### config.mk
export PLATFORM = sky130hd
export DESIGN_NAME = hazard_flush_ctrl
export DESIGN_NICKNAME = d
export VERILOG_FILES = /design/src/rtl/cpu_pkg.sv /design/src/rtl/hazard_detect.sv /design/src/rtl/hazard_flush_ctrl.sv
export SDC_FILE = /design/constraint.sdc
export NUM_CORES = 1
export LEC_CHECK = 0
export CAP_MARGIN = 25
export CORE_MARGIN = 10
export CORE_UTILIZATION = 35
export CTS_CLUSTER_SIZE = 14
export DETAILED_ROUTE_END_ITERATION = 16
export PLACE_DENSITY = 0.77
export SYNTH_ARGS = -nofsm -noshare
export SYNTH_HDL_FRONTEND = slang
export SYNTH_SLANG_ARGS = --single-unit
### constraint.sdc
create_clock -name clk -period 2.2 [get_ports clk]
set_input_delay 0.33 -clock clk [delete_from_list [all_inputs] [get_ports clk]]
set_output_delay 0.33 -clock clk [all_outputs]
set_load 0.05 [all_outputs]
### src/rtl/cpu_pkg.sv
// cpu_pkg: shared definitions for the 16-bit, 4-bit-opcode five-stage CPU.
//   - opcode encodings
//   - hazard controller state type
//   - uses_rs / uses_rt: which register fields an opcode actually reads
package cpu_pkg;

    localparam int OPCODE_W = 4;
    localparam int REG_W    = 4;

    localparam logic [3:0] OP_ADD    = 4'b0000;
    localparam logic [3:0] OP_SUB    = 4'b0001;
    localparam logic [3:0] OP_XOR    = 4'b0010;
    localparam logic [3:0] OP_RED    = 4'b0011;
    localparam logic [3:0] OP_SLL    = 4'b0100;
    localparam logic [3:0] OP_SRA    = 4'b0101;
    localparam logic [3:0] OP_ROR    = 4'b0110;
    localparam logic [3:0] OP_PADDSB = 4'b0111;
    localparam logic [3:0] OP_LW     = 4'b1000;
    localparam logic [3:0] OP_SW     = 4'b1001;
    localparam logic [3:0] OP_LHB    = 4'b1010;
    localparam logic [3:0] OP_LLB    = 4'b1011;
    localparam logic [3:0] OP_B      = 4'b1100;
    localparam logic [3:0] OP_BR     = 4'b1101;
    localparam logic [3:0] OP_PCS    = 4'b1110;
    localparam logic [3:0] OP_HLT    = 4'b1111;

    typedef enum logic [1:0] {RUN, BR_STALL, DRAIN, HALTED} hz_state_t;

    // rs field is read by every ALU/memory/LHB/LLB opcode and by BR.
    function automatic logic uses_rs(input logic [3:0] op);
        return (op <= OP_LLB) || (op == OP_BR);
    endfunction

    // rt field is read only by the two-source ALU ops and by SW (store data).
    function automatic logic uses_rt(input logic [3:0] op);
        return (op == OP_ADD) || (op == OP_SUB) || (op == OP_XOR) ||
               (op == OP_RED) || (op == OP_PADDSB) || (op == OP_SW);
    endfunction

endpackage

### src/rtl/hazard_detect.sv
// hazard_detect: combinational classification of the IF/ID instruction
// against the ID/EX destination.
//   in : idValid, idOpcode, idRs, idRt, exRegWrite, exMemToReg, exRd
//   out: brStall (BR reading a register still being produced in EX),
//        loadUse (load in EX feeds a source of the IF/ID instruction),
//        hltReq  (valid HLT sitting in IF/ID)
module hazard_detect
    import cpu_pkg::*;
(
    input  logic             idValid,
    input  logic [3:0]       idOpcode,
    input  logic [REG_W-1:0] idRs,
    input  logic [REG_W-1:0] idRt,
    input  logic             exRegWrite,
    input  logic             exMemToReg,
    input  logic [REG_W-1:0] exRd,
    output logic             brStall,
    output logic             loadUse,
    output logic             hltReq
);

    logic exRdNz;
    logic match;

    // R0 is hardwired to zero, so a write to it is never a real dependency.
    assign exRdNz  = (exRd != '0);
    assign match   = exRdNz && ((uses_rs(idOpcode) && (exRd == idRs)) ||
                                (uses_rt(idOpcode) && (exRd == idRt)));

    // BR resolves in ID, so any producer in EX (ALU or load) forces a wait.
    assign brStall = idValid && (idOpcode == OP_BR) && exRegWrite &&
                     exRdNz && (exRd == idRs);
    assign loadUse = idValid && exMemToReg && exRegWrite && match;
    assign hltReq  = idValid && (idOpcode == OP_HLT);

endmodule

### src/rtl/hazard_flush_ctrl.sv
// hazard_flush_ctrl: pipeline stall/flush controller.
//   clk, rst_n          : clock, async active-low reset
//   id_*                : instruction in IF/ID
//   ex_*                : destination info held in ID/EX
//   branch_taken        : ID-stage branch resolved taken
//   pc_write/if_id_write: front-end enables (0 = hold)
//   if_flush            : squash IF/ID on the next edge
//   id_flush            : force a bubble into ID/EX
//   halted              : sticky, pipeline drained after HLT
module hazard_flush_ctrl
    import cpu_pkg::*;
#(
    parameter int OPCODE_W     = 4,
    parameter int REG_W        = 4,
    parameter int DRAIN_CYCLES = 3
) (
    input  logic                clk,
    input  logic                rst_n,
    input  logic                id_valid,
    input  logic [OPCODE_W-1:0] id_opcode,
    input  logic [REG_W-1:0]    id_rs,
    input  logic [REG_W-1:0]    id_rt,
    input  logic                ex_reg_write,
    input  logic                ex_mem_to_reg,
    input  logic [REG_W-1:0]    ex_rd,
    input  logic                branch_taken,
    output logic                pc_write,
    output logic                if_id_write,
    output logic                if_flush,
    output logic                id_flush,
    output logic                halted
);

    localparam int CNT_RAW = $clog2(DRAIN_CYCLES + 1);
    localparam int CNT_W   = (CNT_RAW < 2) ? 2 : CNT_RAW;

    hz_state_t        state, stateNxt;
    logic [CNT_W-1:0] cnt, cntNxt;
    logic             haltedNxt;
    logic             brStall, loadUse, hltReq;

    hazard_detect uDetect (
        .idValid    (id_valid),
        .idOpcode   (id_opcode),
        .idRs       (id_rs),
        .idRt       (id_rt),
        .exRegWrite (ex_reg_write),
        .exMemToReg (ex_mem_to_reg),
        .exRd       (ex_rd),
        .brStall    (brStall),
        .loadUse    (loadUse),
        .hltReq     (hltReq)
    );

    always_ff @(posedge clk or negedge rst_n) begin
        if (!rst_n) begin
            state  <= RUN;
            cnt    <= '0;
            halted <= 1'b0;
        end else begin
            state  <= stateNxt;
            cnt    <= cntNxt;
            halted <= haltedNxt;
        end
    end

    always_comb begin
        stateNxt    = state;
        cntNxt      = cnt;
        haltedNxt   = halted;
        pc_write    = 1'b1;
        if_id_write = 1'b1;
        if_flush    = 1'b0;
        id_flush    = 1'b0;
        case (state)
            RUN: begin
                if (brStall) begin
                    pc_write    = 1'b0;
                    if_id_write = 1'b0;
                    id_flush    = 1'b1;
                    // A load producer needs one more cycle beyond an ALU one;
                    // an ALU producer simply re-evaluates next cycle in RUN.
                    if (ex_mem_to_reg) begin
                        stateNxt = BR_STALL;
                        cntNxt   = CNT_W'(1);
                    end
                end else if (loadUse) begin
                    pc_write    = 1'b0;
                    if_id_write = 1'b0;
                    id_flush    = 1'b1;
                end else if (branch_taken) begin
                    if_flush = 1'b1;
                end else if (hltReq) begin
                    // HLT itself proceeds to EX; the front end freezes.
                    pc_write    = 1'b0;
                    if_id_write = 1'b0;
                    stateNxt    = DRAIN;
                    cntNxt      = CNT_W'(DRAIN_CYCLES);
                end
            end
            BR_STALL, DRAIN: begin
                pc_write    = 1'b0;
                if_id_write = 1'b0;
                id_flush    = 1'b1;
                cntNxt      = cnt - CNT_W'(1);
                if (cnt == CNT_W'(1)) begin
                    if (state == DRAIN) begin
                        stateNxt  = HALTED;
                        haltedNxt = 1'b1;
                    end else begin
                        stateNxt = RUN;
                    end
                end
            end
            HALTED: begin
                pc_write    = 1'b0;
                if_id_write = 1'b0;
                id_flush    = 1'b1;
            end
            default: stateNxt = RUN;
        endcase
    end

endmodule

* Yosys cells after proc, flatten, opt, wreduce, memory -nomap -nowiden
Index checks and enable logic that the tools add are counted.
W data, S select, Z words.
** Storage, ports and cells
- Register bits :: 5
- Bits of input ports :: 22
- Output and inout port bits :: 5
- Logic and storage cells :: 75
** Cells by class
- Add/sub/neg operators :: 1
- Order comparisons :: 1
- Eq/ne operators :: 18
- Multiplexer cells :: 25
- Reduce and logical (&&, ||, !) cells :: 27
** Operator list (number)
- $mux W2 :: 11
- $eq A4 B4 Y1 const B :: 3
- $ne A3 B3 Y1 const B :: 4
- $logic_and A1 B1 Y1 :: 11
- $mux W1 :: 10
- $eq A4 B2 Y1 const B :: 2
- $eq A4 B4 Y1 :: 2
- $pmux W2 S2 :: 2
- $logic_or A1 B1 Y1 :: 7
- $reduce_and A6 Y1 :: 1
- $reduce_and A5 Y1 :: 1
- $eq A2 B1 Y1 const B :: 2
- $eq A2 B2 Y1 const B :: 2
- $eq A4 B1 Y1 const B :: 1
- $eq A4 B3 Y1 const B :: 1
- $le A4 B4 Y1 const B :: 1
- $logic_not A4 Y1 :: 1
- $pmux W1 S2 :: 2
- $reduce_bool A4 Y1 :: 1
- $reduce_and A3 Y1 :: 1
- $reduce_or A3 Y1 :: 1
- $logic_not A2 Y1 :: 1
- $ne A2 B2 Y1 const B :: 1
- $reduce_bool A2 Y1 :: 1
- other kinds (2) :: 2

* Depth between registers and ports, before layout
- Depth in word-level cells :: 13
- Depth in mapped cells :: 6
- Gate-level depth less buffers :: 5

* Cells and area by module
A second synthesis with hierarchy kept.
** Second synthesis, totals
- Cell total of the unflattened synthesis :: 63
- Area total of the unflattened synthesis :: 541.8 um^2
** By module, submodules not included
- hazard_flush_ctrl :: times used 1, cells each 40, area an instance 367.9 um^2, seq. area each 125.1 um^2
- hazard_detect :: times used 1, cells each 23, area an instance 173.9 um^2, seq. area each 0.0 um^2

* Least setup slack after synthesis
OpenSTA, ideal clock, no wires.
- Kind :: input port to output port
- From :: input ex_rd[3]
- To :: output pc_write
- Data arrival time :: 1.784 ns
- Required time :: 1.870 ns
- Slack :: 0.086 ns
- Stages on the path :: 6
- Path buffers :: 1
- Cells stage by stage :: xor2_1 > nor4_2 > nand2_1 > o221a_2 > and2_1 > buf_4
** Between the ends
- Longest elaborated chain between the ends :: 8
- Elaborated cells between the ends (all ways) :: 13
- Classes of those cells :: eq/ne: 2; mux: 3; reduce/logical: 8
** RTL lines
- start, declared :: line hazard_flush_ctrl.sv:25 : input logic [REG_W-1:0] ex_rd,
- $eq A4 B4 Y1, on equally long branches :: line hazard_detect.sv:27, hazard_detect.sv:32, hazard_detect.sv:28
- $logic_and A1 B1 Y1, on equally long branches :: line hazard_detect.sv:27, hazard_detect.sv:28
- $logic_or A1 B1 Y1 :: line hazard_detect.sv:27 : assign match = exRdNz && ((uses_rs(idOpcode) && (exRd == idRs)) ||
- $logic_and A1 B1 Y1 :: line hazard_detect.sv:27
- $logic_and A1 B1 Y1 :: line hazard_detect.sv:33 : assign loadUse = idValid && exMemToReg && exRegWrite && match;
- $mux W1
- $mux W1 *
- $pmux W1 S2 *
- end, declared :: line hazard_flush_ctrl.sv:27 : output logic pc_write,
Every way passes the cells marked *; elsewhere a longest branch is shown, timed or not.

* Final worst setup path
- From :: input id_rt[1]
- To :: output if_id_write
** Between the ends
- Longest elaborated chain between the ends :: 8
** RTL lines
- start, declared :: line hazard_flush_ctrl.sv:22 : input logic [REG_W-1:0] id_rt,
- $eq A4 B4 Y1 :: line hazard_detect.sv:28 : (uses_rt(idOpcode) && (exRd == idRt)));
- $logic_and A1 B1 Y1 :: line hazard_detect.sv:28
- $logic_or A1 B1 Y1 :: line hazard_detect.sv:27
- $logic_and A1 B1 Y1 :: line hazard_detect.sv:27
- $logic_and A1 B1 Y1 :: line hazard_detect.sv:33
- $mux W1 :: line hazard_flush_ctrl.sv:87 : end else if (loadUse) begin
- $mux W1 :: line hazard_flush_ctrl.sv:77 : if (brStall) begin
- $pmux W1 S2 :: line hazard_flush_ctrl.sv:75 : case (state)
- end, declared :: line hazard_flush_ctrl.sv:28 : output logic if_id_write,
No other way between the ends.

==> results.md <==
- Ratio of cells with drive above 1 in the final layout: 0.3571
- Placeable Area: 0.001524 mm^2
- Overall die width: 60.51 um
- Residual DRC count: 0
- Maxcap violations: 0
- Synth Cell Area: 574.3 um^2
- Maximum clock path buffer count: 2
- Ant diodes: 0
- Hold buffers post-CTS: 0
- Effective utilization at floorplan: 0.3768
- Largest cells by area after synthesis: sky130_fd_sc_hd__dfrtp_1 (22%), sky130_fd_sc_hd__xor2_1 (11%), sky130_fd_sc_hd__ha_1 (8.7%)
- Count of final hold-check violations: 0
- Number of I/O pins: 27
- Worst Reg2Reg Path Length in Cells: 5
- Yosys warns: 0
- Time the final worst path needs with I/O delays and setup: 2129 ps
- Total global-route track usage: 0.1168
- CP Max Fanout: 3
- Synth top area share: 0.2179
- Vias/cell: 5.180
- Detailed placer's ending HPWL: 1451 um
- Worst-case vdd ir drop: 562.6 uV
- Total Wirelength: 1981 um
- Summed area of non-filler cells in the final layout: 0.001042 mm^2
- Pin count of the biggest net entering global routing: 11
- Synth Area per Inst: 8.572 um^2
- Number of global-route vias before repair: 670
- Worst flop-to-flop path endpoint: state[0]$_DFFE_PN0P_
- Synthesis-stage register bit count: 5
- Detailed-router iteration count before antenna repair: 4
- Power density cells: 1074 mW/mm^2
- Element type at the critical path start: primary input
- Count of pins over their slew limit: 0
- Total cell area at the placement stage: 913.4 um^2
- Kind of critical path: primary input to primary output
- Post-synth net total: 93
- Sequential cell area fraction in the yosys report: 0.2179
- Filler Cells Inserted: 118
- Final clock period utilization by the worst path: 0.9676
- Arrival time of the worst setup path: 1800 ps
- Least-Margin Pin Slew: 497.0 ps
- Final GP Congestion: 0.8503
- Buffer cell driving the clock tree root: sky130_fd_sc_hd__clkbuf_4
- CP required: 1870 ps
- Clock H-tree levels: 1
- First-pass GRT wire length: 3298 um
- Type of the worst min-delay path: primary input to async pin
- Beginning of the worst register-to-register path: state[1]$_DFFE_PN0P_
- Chip Height: 60.51 um
- Clk sink count: 5
- Dominant cell type by area after synthesis: sky130_fd_sc_hd__dfrtp_1
- # setup viols final: 0
- Insertion delay of the later-clocked pin in the worst-skew pair: 260 ps
- Clock slew at reported path FFs: 50 ps
- Kind of end point of the critical path: primary output
- Worst hold slack: 289.4 ps
- Cells after Synth: 67
- Worst setup skew after layout: 7.036 ps
- Commonest non-fill, non-tap cell in the layout: sky130_fd_sc_hd__buf_4
- Outcome: finished, final reports clean
- Overall via count from detail_route: 663
- Rel. slew slack: 0.6676
- Clock buffers created by TritonCTS: 3
- Clock tree from TritonCTS: done
- Total number of nets in the final design: 139
- Floorplan row count: 14
- Layout Area Growth over Synthesis: 81.48%
- Number of buffers added on ports: 26
- GR Overflow Total: 0
- Average routed wire per standard cell: 15.48 um
- R2R setup slack: 480 ps
- Non-filler instance count after layout: 128
- Antenna violations before repair: 0
- Number of nets with antenna violations after detailed routing: 0
- Number of unique standard cell types used by synthesis: 35
- Max Fclk: 469.8 MHz
- Pleak: 0.0004657 uW
- Die Area: 0.003661 mm^2
- Cell Count Post-Placement: 116
- Most used cells in the layout excluding fill and tap cells: sky130_fd_sc_hd__buf_4 (17), sky130_fd_sc_hd__clkdlybuf4s50_1 (14), sky130_fd_sc_hd__xor2_1 (7)
- Initial DRC Count: 12
-- power breakdown --
| part | switching (uW) | total (uW) | internal (uW) | leakage, uW |
|---|---|---|---|---|
| clock network | 42.3 | 111 | 68.9 | 0.0000150 |
| registers | 22.8 | 156 | 134 | 0.0000556 |
| logic | 448 | 851 | 404 | 0.000395 |
| total | 513 | 1120 | 606 | 0.000466 |
-- synth_stat cells --
cell / n
sky130_fd_sc_hd__and2_1: 2
sky130_fd_sc_hd__and2_2: 1
sky130_fd_sc_hd__nor4_2: 1
sky130_fd_sc_hd__a21o_1: 1
sky130_fd_sc_hd__inv_1: 4
sky130_fd_sc_hd__nand4_2: 1
sky130_fd_sc_hd__dfrtp_1: 5
sky130_fd_sc_hd__buf_1: 1
sky130_fd_sc_hd__o211ai_1: 1
sky130_fd_sc_hd__ha_1: 4
sky130_fd_sc_hd__a211oi_1: 2
sky130_fd_sc_hd__mux2_2: 1
sky130_fd_sc_hd__nand2_1: 5
sky130_fd_sc_hd__o21a_1: 2
sky130_fd_sc_hd__nor3b_2: 1
sky130_fd_sc_hd__nand3b_1: 1
sky130_fd_sc_hd__nor4b_1: 1
sky130_fd_sc_hd__a31oi_1: 1
sky130_fd_sc_hd__nor2_1: 4
sky130_fd_sc_hd__nor4_1: 1
sky130_fd_sc_hd__a22oi_1: 1
sky130_fd_sc_hd__and4b_1: 1
sky130_fd_sc_hd__o32a_1: 1
sky130_fd_sc_hd__nand2b_1: 2
sky130_fd_sc_hd__nor3_1: 1
sky130_fd_sc_hd__xnor2_1: 1
sky130_fd_sc_hd__nand4_1: 1
sky130_fd_sc_hd__mux2i_1: 1
sky130_fd_sc_hd__nand3_1: 3
sky130_fd_sc_hd__o22a_2: 1
sky130_fd_sc_hd__buf_4: 1
sky130_fd_sc_hd__and2_4: 1
sky130_fd_sc_hd__a21oi_1: 4
sky130_fd_sc_hd__xor2_1: 7
sky130_fd_sc_hd__o221a_2: 1
-- metrics by stage --
| stage | util | TNS [ps] | setup WS [ps] | power [uW] |
|---|---|---|---|---|
| finish | 0.6839 | 0 | 71.31 | 1119 |
| global route | 0.6839 | -2.301 | -1.393 | 1206 |
| global placement | 0.5993 | -387.1 | -122.8 | 896.0 |
| detailed placement | 0.5993 | -640.3 | -190.1 | 908.5 |
| CTS | 0.6782 | 0 | 61.31 | 1085 |
| floorplan | - | 0 | 86.48 | 694.0 |
-- how the worst max path moves through the flow --
| stage | start | end | slack [ps] | cells past startpoint |
|---|---|---|---|---|
| finish | id_rt[1] | if_id_write | 70 | 7 |
| global route | id_rs[2] | pc_write | -1 | 7 |
| CTS | id_rs[1] | if_flush | 60 | 7 |
| detailed placement | ex_rd[1] | pc_write | -190 | 7 |
| global placement | ex_rd[3] | if_id_write | -120 | 7 |
| floorplan | ex_rd[3] | pc_write | 90 | 6 |
-- per-layer routing --
layer | GRT usage | part of all wire | up-vias
li1 | - | - | 335
met1 | 0.1225 | 0.37 | 310
met2 | 0.2132 | 0.56 | 14
met3 | 0.03758 | 0.047 | 4
met4 | 0.04075 | 0.023 | 0
met5 | 0 | 0 | -
-- state kept, by name (all words and copies together) (netlist names) --
register and flops:
cnt 2, state 2, halted 1
-- what timing repair did --
item	in CTS	in global routing
pin swaps	3	7
setup buffers	9	0
setup endpoints to repair	4	7
resized for setup	15	13
-- critical path, cell delays in order --
cell                              delay, ps
sky130_fd_sc_hd__clkdlybuf4s50_1        420
sky130_fd_sc_hd__xor2_1                 150
sky130_fd_sc_hd__nor3_1                 170
sky130_fd_sc_hd__nand4_1                150
sky130_fd_sc_hd__o221a_4                280
sky130_fd_sc_hd__and2_4                 150
sky130_fd_sc_hd__buf_8                  140
-- kinds of logic after synthesis --
| kind of cell | share of synthesized area |
|---|---|
| muxes | 0.03704 |
| adders and majority gates | 0.08715 |
| and+or+nand+nor | 0.2985 |
| buffers and inverters | 0.04574 |
| AOI/OAI and AO/OA | 0.1917 |
| xor gates and xnor gates | 0.1220 |
| DFF | 0.2179 |
-- cell type report --
cell class	instances	area, um^2	share of cell area
clock buffers	4	26.28	0.02521
inverters	4	15.01	0.01441
multi-input cells	56	459.2	0.4406
flip-flops and latches	5	125.1	0.1200
well taps	16	20.02	0.01921
repair buffers	43	396.6	0.3806
No activity file was read; power rests on OpenSTA's default activity.
